<file path="src/rtl/dac_frame_scheduler_pkg.sv">
// Shared definitions for the DAC frame scheduler: channel count and FSM encoding.
package dac_frame_scheduler_pkg;

    localparam int NUM_DAC_CH = 4;

    typedef enum logic [2:0] {
        ST_IDLE      = 3'd0,
        ST_LAUNCH    = 3'd1,
        ST_WAIT_BUSY = 3'd2,
        ST_BUSY      = 3'd3,
        ST_HOLDOFF   = 3'd4
    } dac_state_t;

endpackage

</file>
<file path="src/rtl/dac_frame_scheduler_holder.sv">
// One channel's sample holding register with a pending flag and an overwrite strobe.
module dac_sample_holder #(
    parameter int DATA_W = 16
) (
    input  logic              clk,
    input  logic              reset_n,
    input  logic              valid,
    input  logic [DATA_W-1:0] data,
    input  logic              clear,
    output logic [DATA_W-1:0] sample,
    output logic              pending,
    output logic              overrun
);

    // A sample arriving while the old one is being snapshotted is not an overwrite.
    assign overrun = valid & pending & ~clear;

    always_ff @(posedge clk or negedge reset_n) begin
        if (!reset_n) begin
            sample  <= '0;
            pending <= 1'b0;
        end else begin
            if (valid) begin
                sample  <= data;
                pending <= 1'b1;
            end else if (clear) begin
                pending <= 1'b0;
            end
        end
    end

endmodule

</file>
<file path="src/rtl/dac_frame_scheduler.sv">
// Collects per-channel samples and launches 4-channel frames to a serial DAC driver,
// with busy handshake, launch timeout, post-frame hold-off and overrun accounting.
module dac_frame_scheduler
    import dac_frame_scheduler_pkg::*;
#(
    parameter int DATA_W      = 16,
    parameter int TIMEOUT_CYC = 255,
    parameter int OFFSET_BIN  = 1
) (
    input  logic              clk,
    input  logic              reset_n,
    input  logic              enable,
    input  logic [3:0]        ch_mask,
    input  logic [15:0]       min_interval,
    input  logic [DATA_W-1:0] ch0_data,
    input  logic [DATA_W-1:0] ch1_data,
    input  logic [DATA_W-1:0] ch2_data,
    input  logic [DATA_W-1:0] ch3_data,
    input  logic              ch0_valid,
    input  logic              ch1_valid,
    input  logic              ch2_valid,
    input  logic              ch3_valid,
    input  logic              dac_busy,
    output logic              dac_start,
    output logic [DATA_W-1:0] dac0_datain,
    output logic [DATA_W-1:0] dac1_datain,
    output logic [DATA_W-1:0] dac2_datain,
    output logic [DATA_W-1:0] dac3_datain,
    output logic [31:0]       frame_count,
    output logic [15:0]       overrun_count,
    output logic              timeout_err,
    output logic              state_idle
);

    localparam logic [31:0] TIMEOUT_LAST = 32'(TIMEOUT_CYC - 1);

    function automatic logic [DATA_W-1:0] to_dac(input logic [DATA_W-1:0] s);
        logic [DATA_W-1:0] r;
        r = s;
        if (OFFSET_BIN != 0) r[DATA_W-1] = ~s[DATA_W-1];
        return r;
    endfunction

    function automatic logic [15:0] sat_add(input logic [15:0] acc, input logic [2:0] inc);
        logic [16:0] sum;
        sum = {1'b0, acc} + {14'b0, inc};
        return sum[16] ? 16'hFFFF : sum[15:0];
    endfunction

    logic [DATA_W-1:0]     ch_data [NUM_DAC_CH];
    logic [DATA_W-1:0]     held    [NUM_DAC_CH];
    logic [DATA_W-1:0]     snap    [NUM_DAC_CH];
    logic [NUM_DAC_CH-1:0] ch_valid;
    logic [NUM_DAC_CH-1:0] pending;
    logic [NUM_DAC_CH-1:0] overrun;
    logic [2:0]            overrun_sum;

    dac_state_t  state, next_state;
    logic [31:0] cnt;
    logic        launch, timeout_hit, frame_done;

    assign ch_data[0] = ch0_data;
    assign ch_data[1] = ch1_data;
    assign ch_data[2] = ch2_data;
    assign ch_data[3] = ch3_data;
    assign ch_valid   = {ch3_valid, ch2_valid, ch1_valid, ch0_valid};

    for (genvar i = 0; i < NUM_DAC_CH; i++) begin : g_holder
        dac_sample_holder #(.DATA_W(DATA_W)) u_holder (
            .clk     (clk),
            .reset_n (reset_n),
            .valid   (ch_valid[i]),
            .data    (ch_data[i]),
            .clear   (launch),
            .sample  (held[i]),
            .pending (pending[i]),
            .overrun (overrun[i])
        );
    end

    assign overrun_sum = {2'b0, overrun[0]} + {2'b0, overrun[1]}
                       + {2'b0, overrun[2]} + {2'b0, overrun[3]};

    always_comb begin
        next_state  = state;
        launch      = 1'b0;
        timeout_hit = 1'b0;
        frame_done  = 1'b0;
        case (state)
            ST_IDLE: begin
                if (enable && |(pending & ch_mask)) begin
                    next_state = ST_LAUNCH;
                    launch     = 1'b1;
                end
            end
            ST_LAUNCH: next_state = ST_WAIT_BUSY;
            ST_WAIT_BUSY: begin
                if (dac_busy) begin
                    next_state = ST_BUSY;
                end else if (cnt == TIMEOUT_LAST) begin
                    next_state  = ST_IDLE;
                    timeout_hit = 1'b1;
                end
            end
            ST_BUSY: begin
                if (!dac_busy) begin
                    frame_done = 1'b1;
                    next_state = (min_interval != 16'd0) ? ST_HOLDOFF : ST_IDLE;
                end
            end
            ST_HOLDOFF: begin
                if (cnt == 32'd0) next_state = ST_IDLE;
            end
            default: next_state = ST_IDLE;
        endcase
    end

    // cnt counts up in WAIT_BUSY and down in HOLDOFF; BUSY keeps reloading it so
    // the hold-off length is whatever min_interval was on the exit cycle.
    always_ff @(posedge clk or negedge reset_n) begin
        if (!reset_n) begin
            state         <= ST_IDLE;
            cnt           <= '0;
            frame_count   <= '0;
            overrun_count <= '0;
            timeout_err   <= 1'b0;
        end else begin
            state         <= next_state;
            overrun_count <= sat_add(overrun_count, overrun_sum);
            if (frame_done)  frame_count <= frame_count + 32'd1;
            if (timeout_hit) timeout_err <= 1'b1;
            case (state)
                ST_LAUNCH:    cnt <= '0;
                ST_WAIT_BUSY: cnt <= cnt + 32'd1;
                ST_BUSY:      cnt <= {16'b0, min_interval} - 32'd1;
                ST_HOLDOFF:   cnt <= cnt - 32'd1;
                default:      cnt <= cnt;
            endcase
        end
    end

    always_ff @(posedge clk or negedge reset_n) begin
        if (!reset_n) begin
            for (int i = 0; i < NUM_DAC_CH; i++) snap[i] <= '0;
        end else if (launch) begin
            for (int i = 0; i < NUM_DAC_CH; i++) snap[i] <= held[i];
        end
    end

    assign dac_start   = (state == ST_LAUNCH);
    assign state_idle  = (state == ST_IDLE);
    assign dac0_datain = to_dac(snap[0]);
    assign dac1_datain = to_dac(snap[1]);
    assign dac2_datain = to_dac(snap[2]);
    assign dac3_datain = to_dac(snap[3]);

endmodule

</file>
<file path="config.mk">
export PLATFORM = sky130hd
export DESIGN_NAME = dac_frame_scheduler
export DESIGN_NICKNAME = d
export VERILOG_FILES = /design/src/rtl/dac_frame_scheduler_pkg.sv /design/src/rtl/dac_frame_scheduler_holder.sv /design/src/rtl/dac_frame_scheduler.sv
export SDC_FILE = /design/constraint.sdc
export NUM_CORES = 1
export LEC_CHECK = 0
export ABC_CLOCK_PERIOD_IN_PS = 4900
export CAP_MARGIN = 5
export CORE_UTILIZATION = 41
export DETAILED_ROUTE_END_ITERATION = 6
export SKIP_LAST_GASP = 1
export SLEW_MARGIN = 40
export SYNTH_ARGS = -nofsm -noshare
export SYNTH_HDL_FRONTEND = slang
export SYNTH_SLANG_ARGS = --single-unit
</file>
<file path="constraint.sdc">
create_clock -name clk -period 4.9 [get_ports clk]
set_input_delay 0.735 -clock clk [delete_from_list [all_inputs] [get_ports clk]]
set_output_delay 0.735 -clock clk [all_outputs]
set_load 0.02 [all_outputs]
</file>
Word level (Yosys, flattened, before mapping)
Index checks and enable logic that the tools add are counted.
Storage, ports and cells
  flip-flop bits (word level): 216
  output and inout bits: 115
  input port bits: 92
  logic and storage cells: 80
Cells by class
  bitwise logic cells: 14
  muxes and demuxes: 21
  equal/unequal tests: 9
  $add $sub $neg: 8
  reduce and logical (&&, ||, !) cells: 11
Operator list (number)
  32-bit case mux with 4 select lines: 1
  32-bit by 1-bit adder with 32-bit output (second input constant): 2
  32-bit by 8-bit == test with 1-bit output (second input constant): 1
  32-bit logical NOT: 1
  32-bit by 1-bit subtractor with 32-bit output (second input constant): 1
  3-bit two-way mux: 6
  16-bit by 3-bit adder with 17-bit output: 1
  16-bit by 1-bit subtractor with 17-bit output (second input constant): 1
  16-bit two-way mux: 1
  16-bit nonzero test: 1
  3-bit case mux with 5 select lines: 1
  1-bit two-way mux: 12
  1-bit AND: 8
  2-bit nonzero test: 4
  3-bit by 2-bit == test with 1-bit output (second input constant): 2
  1-bit NOT: 5
  4-bit AND: 1
  2-bit inequality test (second input constant): 2
  4-bit AND reduction: 1
  4-bit nonzero test: 1
  4-bit OR reduction: 1
  2-bit by 1-bit adder with 3-bit output: 1
  3-bit by 1-bit adder with 3-bit output: 1
  3-bit by 1-bit == test with 1-bit output (second input constant): 1
  6 further kinds: 6

Logic depth before layout (Yosys ltp)
  depth in word-level cells: 12
  depth in mapped cells: 19
  gate-level depth less buffers: 15

Modules after synthesis
A second synthesis with hierarchy kept.
Unflattened totals
  cells, all modules: 1246
  area total of the unflattened synthesis: 11807.6 sq um
Modules (own cells, without submodules)
  dac_frame_scheduler: area each 9059.9 sq um, seq. area each 3703.6 sq um, instances 1, cells each 1094
  dac_sample_holder: area each 686.9 sq um, seq. area each 425.4 sq um, instances 4, cells each 38

Worst setup path before layout
OpenSTA, ideal clock, no wires.
  path kind: register -> register
  from: register state[0]
  to: register overrun_count[0]
  slack: 0.449 ns
  stages on the path, launching flop included: 20
  arrival: 4.383 ns
  path buffers: 4
  cells stage by stage: dfrtp_1 > buf_2 > or2_1 > clkbuf_1 > nor2_1 > nand3_1 > clkbuf_1 > nand3_1 > fa_1 > fa_1 > inv_1 > fa_1 > and3_1 > and3_1 > and3_1 > nand2_1 > nor2_1 > nand3_1 > clkbuf_1 > nand2_1
Between the ends
  longest elaborated chain between the ends: 9
  elaborated cells between the ends (all ways): 12
RTL lines
  start: declaration: line dac_frame_scheduler.sv:58  | dac_state_t state, next_state;
  start signal: assignment: line dac_frame_scheduler.sv:128  | state <= next_state;
  3-bit logical NOT *
  via state_idle: line dac_frame_scheduler.sv:32  | output logic state_idle
  1-bit two-way mux *: line dac_frame_scheduler.sv:89  | case (state)
  1-bit NOT *: line dac_frame_scheduler_holder.sv:16  | assign overrun = valid & pending & ~clear;
  1-bit AND: line dac_frame_scheduler_holder.sv:16
  1-bit by 1-bit adder with 2-bit output: line dac_frame_scheduler.sv:81  | assign overrun_sum = {2'b0, overrun[0]} + {2'b0, overrun[1]}
  2-bit by 1-bit adder with 3-bit output: line dac_frame_scheduler.sv:82  | + {2'b0, overrun[2]} + {2'b0, overrun[3]};
  3-bit by 1-bit adder with 3-bit output *: line dac_frame_scheduler.sv:82
  16-bit by 3-bit adder with 17-bit output *: line dac_frame_scheduler.sv:46  | sum = {1'b0, acc} + {14'b0, inc};
  16-bit two-way mux *: line dac_frame_scheduler.sv:47  | return sum[16] ? 16'hFFFF : sum[15:0];
  end signal: assignment: line dac_frame_scheduler.sv:129  | overrun_count <= sat_add(overrun_count, overrun_sum);
  end: declaration: line dac_frame_scheduler.sv:30  | output logic [15:0] overrun_count,
Mark *: on every way through the listed nets, which the timed path passes. The rest lies on a longest branch.
A chain may end at the register's enable or synchronous reset.

Final worst setup path
  from: register state[0]
  to: register overrun_count[8]
Between the ends
  longest elaborated chain between the ends: 9
  elaborated cells between the ends (all ways): 12
RTL lines (line)
  3-bit logical NOT *: dac_frame_scheduler.sv:89
  1-bit two-way mux *: dac_frame_scheduler.sv:89
  1-bit NOT *: dac_frame_scheduler_holder.sv:16
  1-bit AND: dac_frame_scheduler_holder.sv:16
  1-bit by 1-bit adder with 2-bit output: dac_frame_scheduler.sv:81
  2-bit by 1-bit adder with 3-bit output: dac_frame_scheduler.sv:82
  3-bit by 1-bit adder with 3-bit output *: dac_frame_scheduler.sv:82
  16-bit by 3-bit adder with 17-bit output *: dac_frame_scheduler.sv:46
  16-bit two-way mux *: dac_frame_scheduler.sv:47
Every way passes the cells marked *; elsewhere a longest branch is shown, timed or not.

==> flow_summary.html <==
<table>
<tr><th>Metric</th><th>Value</th></tr>
<tr><th colspan="2">Global routing</th></tr>
<tr><td>Number of global-route vias before repair</td><td>between 8,000 and 9,000</td></tr>
<tr><td>Pin count of the biggest net entering global routing</td><td>69</td></tr>
<tr><td>GRT overflow</td><td>0</td></tr>
<tr><td>Wire length of the first global-routing pass</td><td>48,530 um</td></tr>
<tr><td>Antenna violations before repair</td><td>1</td></tr>
<tr><td>Global-route total usage across every layer</td><td>21.16%</td></tr>
<tr><th colspan="2">Setup path</th></tr>
<tr><td>Kind of launch point of the worst setup path</td><td>flop</td></tr>
<tr><td>Setup CP Type</td><td>flop to flop</td></tr>
<tr><td>CP max FO</td><td>13</td></tr>
<tr><td>Worst reg-to-reg setup slack</td><td>0.58 ns</td></tr>
<tr><td>Endpoint class of the critical path</td><td>flop</td></tr>
<tr><td>Crit path arrival time</td><td>4.77 ns</td></tr>
<tr><td>Required time of the worst setup path</td><td>approximately 5.4 ns</td></tr>
<tr><th colspan="2">Floorplan</th></tr>
<tr><td>Total I/O pin count</td><td>approximately 210</td></tr>
<tr><td>Chip Height</td><td>170.6 um</td></tr>
<tr><td>Site row count</td><td>61</td></tr>
<tr><td>Core footprint</td><td>between 20,000 and 30,000 sq um</td></tr>
<tr><td>Die Area</td><td>approximately 29,000 sq um</td></tr>
<tr><td>Die width</td><td>about 170 um</td></tr>
<tr><td>Initial Util</td><td>41.84%</td></tr>
<tr><th colspan="2">Synthesis</th></tr>
<tr><td>Top FF cell, synth</td><td>sky130_fd_sc_hd__dfrtp_1</td></tr>
<tr><td>Synthesized instance count</td><td>around 1,100</td></tr>
<tr><td>Register bit total from synthesis</td><td>approximately 220</td></tr>
<tr><td>EDFF count, synth</td><td>0</td></tr>
<tr><td>Total standard cell area after synthesis</td><td>11,650 sq um</td></tr>
<tr><td>Largest cells by area after synthesis</td><td>sky130_fd_sc_hd__dfrtp_1 (46%), sky130_fd_sc_hd__mux2_2 (12%), sky130_fd_sc_hd__buf_4 (4.0%)</td></tr>
<tr><td>Post-synthesis async set-or-reset flop share</td><td>100.0%</td></tr>
<tr><td>Fraction of the yosys area taken by sequential cells</td><td>46.38%</td></tr>
<tr><td>Synthesized area per cell</td><td>10.63 sq um</td></tr>
<tr><td>Synth Net Count</td><td>~1,200</td></tr>
<tr><td>Area share of the leading cell type in the synthesized netlist</td><td>46.38%</td></tr>
<tr><td>Yosys warning total</td><td>0</td></tr>
<tr><td>Count of different cell masters after synthesis</td><td>slightly above 90</td></tr>
<tr><td>Cell type with the highest aggregate area in the netlist</td><td>sky130_fd_sc_hd__dfrtp_1</td></tr>
<tr><th colspan="2">Finish</th></tr>
<tr><td>Layout area overhead</td><td>23.71%</td></tr>
<tr><td>Final #Nets</td><td>1,318</td></tr>
<tr><td>Most frequent standard cell in the layout excluding fill and tap cells</td><td>sky130_fd_sc_hd__dfrtp_1</td></tr>
<tr><td>Finished Layout Cells</td><td>between 1,500 and 2,000</td></tr>
<tr><td>Most used cells in the layout excluding fill and tap cells</td><td>sky130_fd_sc_hd__dfrtp_1 (216), sky130_fd_sc_hd__clkdlybuf4s50_1 (205), sky130_fd_sc_hd__mux2_2 (129), sky130_fd_sc_hd__nand2_1 (79), sky130_fd_sc_hd__nor2_1 (62)</td></tr>
<tr><td>Layout cells sized above 1</td><td>18.38%</td></tr>
<tr><td>Core Util, Final</td><td>51.76%</td></tr>
<tr><td>Post-Layout Inst Area</td><td>between 10,000 and 15,000 sq um</td></tr>
<tr><th colspan="2">Route</th></tr>
<tr><td>Iter 0 DRT Violations</td><td>roughly 660</td></tr>
<tr><td>Routed WL per cell</td><td>18.86 um</td></tr>
<tr><td>Remaining antenna violation count</td><td>0</td></tr>
<tr><td>First-pass iteration count of the detailed router</td><td>5</td></tr>
<tr><td>Via density</td><td>between 5 and 6</td></tr>
<tr><td>Via count</td><td>slightly below 9,000</td></tr>
<tr><td>Residual DRC</td><td>0</td></tr>
<tr><td>Wire length after detailed routing</td><td>30,450 um</td></tr>
<tr><th colspan="2">Run</th></tr>
<tr><td>Maximum Capacitance Violations</td><td>0</td></tr>
<tr><th colspan="2">Clocking</th></tr>
<tr><td>Later-pin clock latency in the skew report</td><td>0.53 ns</td></tr>
<tr><td>Post-CTS setup-driven buffer insertion count</td><td>0</td></tr>
<tr><td>Clock Pin Slew Worst Setup and Hold Paths</td><td>0.06 ns</td></tr>
<tr><td>Clk sink count</td><td>216</td></tr>
<tr><td>Max clock buf depth</td><td>3</td></tr>
<tr><td># resized after CTS</td><td>0</td></tr>
<tr><td>Number of buffers added by the clock tree synthesis step</td><td>25</td></tr>
<tr><td>Master cell of the clock root buffer</td><td>sky130_fd_sc_hd__clkbuf_16</td></tr>
<tr><td>Number of H-tree levels</td><td>1</td></tr>
<tr><td>Number of hold buffers added after cts</td><td>0</td></tr>
<tr><td>TritonCTS clock tree</td><td>yes</td></tr>
<tr><th colspan="2">Placement</th></tr>
<tr><td># port buffers</td><td>206</td></tr>
<tr><td>Standard cell area after detailed placement</td><td>about 14,000 sq um</td></tr>
<tr><td>RePlAce Congestion</td><td>0.8990</td></tr>
<tr><td>Placed Instances</td><td>~1,600</td></tr>
<tr><td>DP HPWL</td><td>~21,000 um</td></tr>
<tr><th colspan="2">STA</th></tr>
<tr><td>Tcrit/Tclk final</td><td>just under 90%</td></tr>
<tr><td>Final clock skew</td><td>0.007394 ns</td></tr>
<tr><td>Post-layout min period</td><td>between 4 and 5 ns</td></tr>
<tr><td>Setup violations, final</td><td>0</td></tr>
<tr><td>Max Clk Rate</td><td>231.6 MHz</td></tr>
<tr><td>Worst relative slew slack</td><td>51.05%</td></tr>
<tr><td>Accumulated negative setup slack</td><td>0 ns</td></tr>
<tr><td>Final Max Tran Viols</td><td>0</td></tr>
<tr><td>Unrepaired setup endpoints after global routing</td><td>no</td></tr>
<tr><td>Measured slew at the worst slew-check pin</td><td>~0.73 ns</td></tr>
<tr><td>Final Hold Fails</td><td>0</td></tr>
<tr><th colspan="2">Power</th></tr>
<tr><td>Total internal power</td><td>4.920 mW</td></tr>
<tr><td>Largest vdd supply drop</td><td>0.4053 mV</td></tr>
<tr><td>Combinational cell fraction of total power</td><td>41.5%</td></tr>
<tr><td>Power spent charging and discharging nets</td><td>roughly 3.2 mW</td></tr>
<tr><td>Proportion of power drawn by the clock network</td><td>23.3%</td></tr>
<tr><td>LEAKAGE</td><td>5.873 nW</td></tr>
<tr><td>Sequential share of power</td><td>approximately a third</td></tr>
<tr><td>Cell area power density</td><td>560.5 nW/um^2</td></tr>
<tr><td>Net switching share of the total power</td><td>39.12%</td></tr>
<tr><th colspan="2">Status</th></tr>
<tr><td>Run status</td><td>finished, final reports clean</td></tr>
<tr><th colspan="2">Min path</th></tr>
<tr><td>Worst min-delay path category</td><td>input pin to asynchronous set/reset pin</td></tr>
</table>
## cells in the mapped netlist, types with 5 or more instances
master                     number
sky130_fd_sc_hd__buf_4         62
sky130_fd_sc_hd__xor2_1        25
sky130_fd_sc_hd__and4_1         7
sky130_fd_sc_hd__o31ai_1        6
sky130_fd_sc_hd__dfrtp_1      216
sky130_fd_sc_hd__a221o_1        7
sky130_fd_sc_hd__nor2_1        62
sky130_fd_sc_hd__nand3_1       40
sky130_fd_sc_hd__or3_1         10
sky130_fd_sc_hd__a22oi_1        9
sky130_fd_sc_hd__o221ai_1       6
sky130_fd_sc_hd__buf_6          6
sky130_fd_sc_hd__a31oi_1       13
sky130_fd_sc_hd__o32ai_1        5
sky130_fd_sc_hd__or4_1          7
sky130_fd_sc_hd__a21oi_1       37
sky130_fd_sc_hd__and3_1        16
sky130_fd_sc_hd__o21ai_0       32
sky130_fd_sc_hd__mux2i_1       15
sky130_fd_sc_hd__o21ai_1        5
sky130_fd_sc_hd__xnor2_1       31
sky130_fd_sc_hd__nor4_1        17
sky130_fd_sc_hd__clkbuf_1      42
sky130_fd_sc_hd__nor3_1        24
sky130_fd_sc_hd__nand2_1       79
sky130_fd_sc_hd__ha_1           6
sky130_fd_sc_hd__nand4_1       27
sky130_fd_sc_hd__buf_2         19
sky130_fd_sc_hd__a21o_1         7
sky130_fd_sc_hd__nor2b_1        5
sky130_fd_sc_hd__inv_1         23
sky130_fd_sc_hd__mux2_2       129
## final cells by class
cell class,instances,area (sq um)
fill,2539,13440
sequential,216,5405
multi-input combinational,723,5369
timing repair buffer,226,2237
clock buffer,30,674.4
tap,378,473.0
clock inverter,15,161.4
inverter,25,96.34
antenna,1,2.502
## registers in the layout, indices dropped and copies added (netlist names)
| name | cells |
|---|---|
| dac2_datain | 15 |
| state | 3 |
| g_holder.u_holder.pending | 4 |
| dac1_datain | 15 |
| cnt | 32 |
| g_holder.u_holder.sample | 64 |
| dac3_datain | 15 |
| snap | 4 |
| dac0_datain | 15 |
| frame_count | 32 |
| overrun_count | 16 |
| timeout_err | 1 |
## stage by stage
step	setup WS, ns	power (mW)	hold slack [ns]
after CTS	0.5265	8.132	0.1495
final	0.5823	8.081	0.1328
after global routing	0.1312	8.525	0.1585
after detailed placement	0.2335	6.211	0.4669
after floorplan	0.4489	5.211	0.4394
after global placement	0.3137	6.171	0.4528
## worst max-delay path, cell delays in order (launching register included)
cell and delay [ns]:
sky130_fd_sc_hd__dfrtp_1 0.38, sky130_fd_sc_hd__or2_1 0.35, sky130_fd_sc_hd__nor2_1 0.39, sky130_fd_sc_hd__nand3_4 0.14, sky130_fd_sc_hd__nand3_1 0.14, sky130_fd_sc_hd__fa_1 0.45
sky130_fd_sc_hd__fa_1 0.49, sky130_fd_sc_hd__inv_1 0.09, sky130_fd_sc_hd__fa_1 0.20, sky130_fd_sc_hd__and3_1 0.21, sky130_fd_sc_hd__and3_1 0.21, sky130_fd_sc_hd__and3_1 0.20
sky130_fd_sc_hd__nand2_1 0.06, sky130_fd_sc_hd__nor2_1 0.30, sky130_fd_sc_hd__nand3_1 0.44, sky130_fd_sc_hd__o21ai_0 0.19
## worst paths after layout
kind / startpoint / end / depth (start not counted)
setup / recovery: state[0] / overrun_count[8] / 15
hold / removal: reset_n / frame_count[19] / 1
setup reg to reg: state[0] / overrun_count[8] / 15
hold reg to reg: frame_count[31] / frame_count[31] / 1
max in group asynchronous: reset_n / overrun_count[8] / 3
min in group clk: frame_count[31] / frame_count[31] / 1
## kinds of logic (layout without fill, tap and decap cells)
| group | count (synthesis) | in the layout | share of synthesized area (%) |
|---|---|---|---|
| xor+xnor | 56 | 56 | 4.208 |
| compound gates | 184 | 184 | 11.39 |
| other cells | 0 | 1 | 0 |
| fa+ha+maj | 9 | 9 | 1.159 |
| mux | 145 | 145 | 13.88 |
| buf+inv | 157 | 296 | 7.665 |
| flops | 216 | 216 | 46.38 |
| simple gates | 329 | 329 | 15.32 |
## power groups by stage
stage | sequential (mW) | clock, mW | combinational [mW]
2_1_floorplan | 2.61 | 0 | 2.60
3_3_place_gp | 2.85 | 0 | 3.32
3_5_place_dp | 2.86 | 0 | 3.35
4_1_cts | 2.83 | 1.93 | 3.36
5_1_grt | 2.92 | 1.99 | 3.61
6_report | 2.84 | 1.88 | 3.36
## per-layer routing
| metal | vias up | wire (um) | GRT usage [%] |
|---|---|---|---|
| met2 | 307 | 13650 | 33.19 |
| met1 | 4353 | 14210 | 30.29 |
| li1 | 4169 | - | - |
| met3 | 50 | 1741 | 2.683 |
| met5 | - | 0 | 0 |
| met4 | 0 | 839 | 6.659 |
Note: power is estimated with default switching activity, not from simulation.
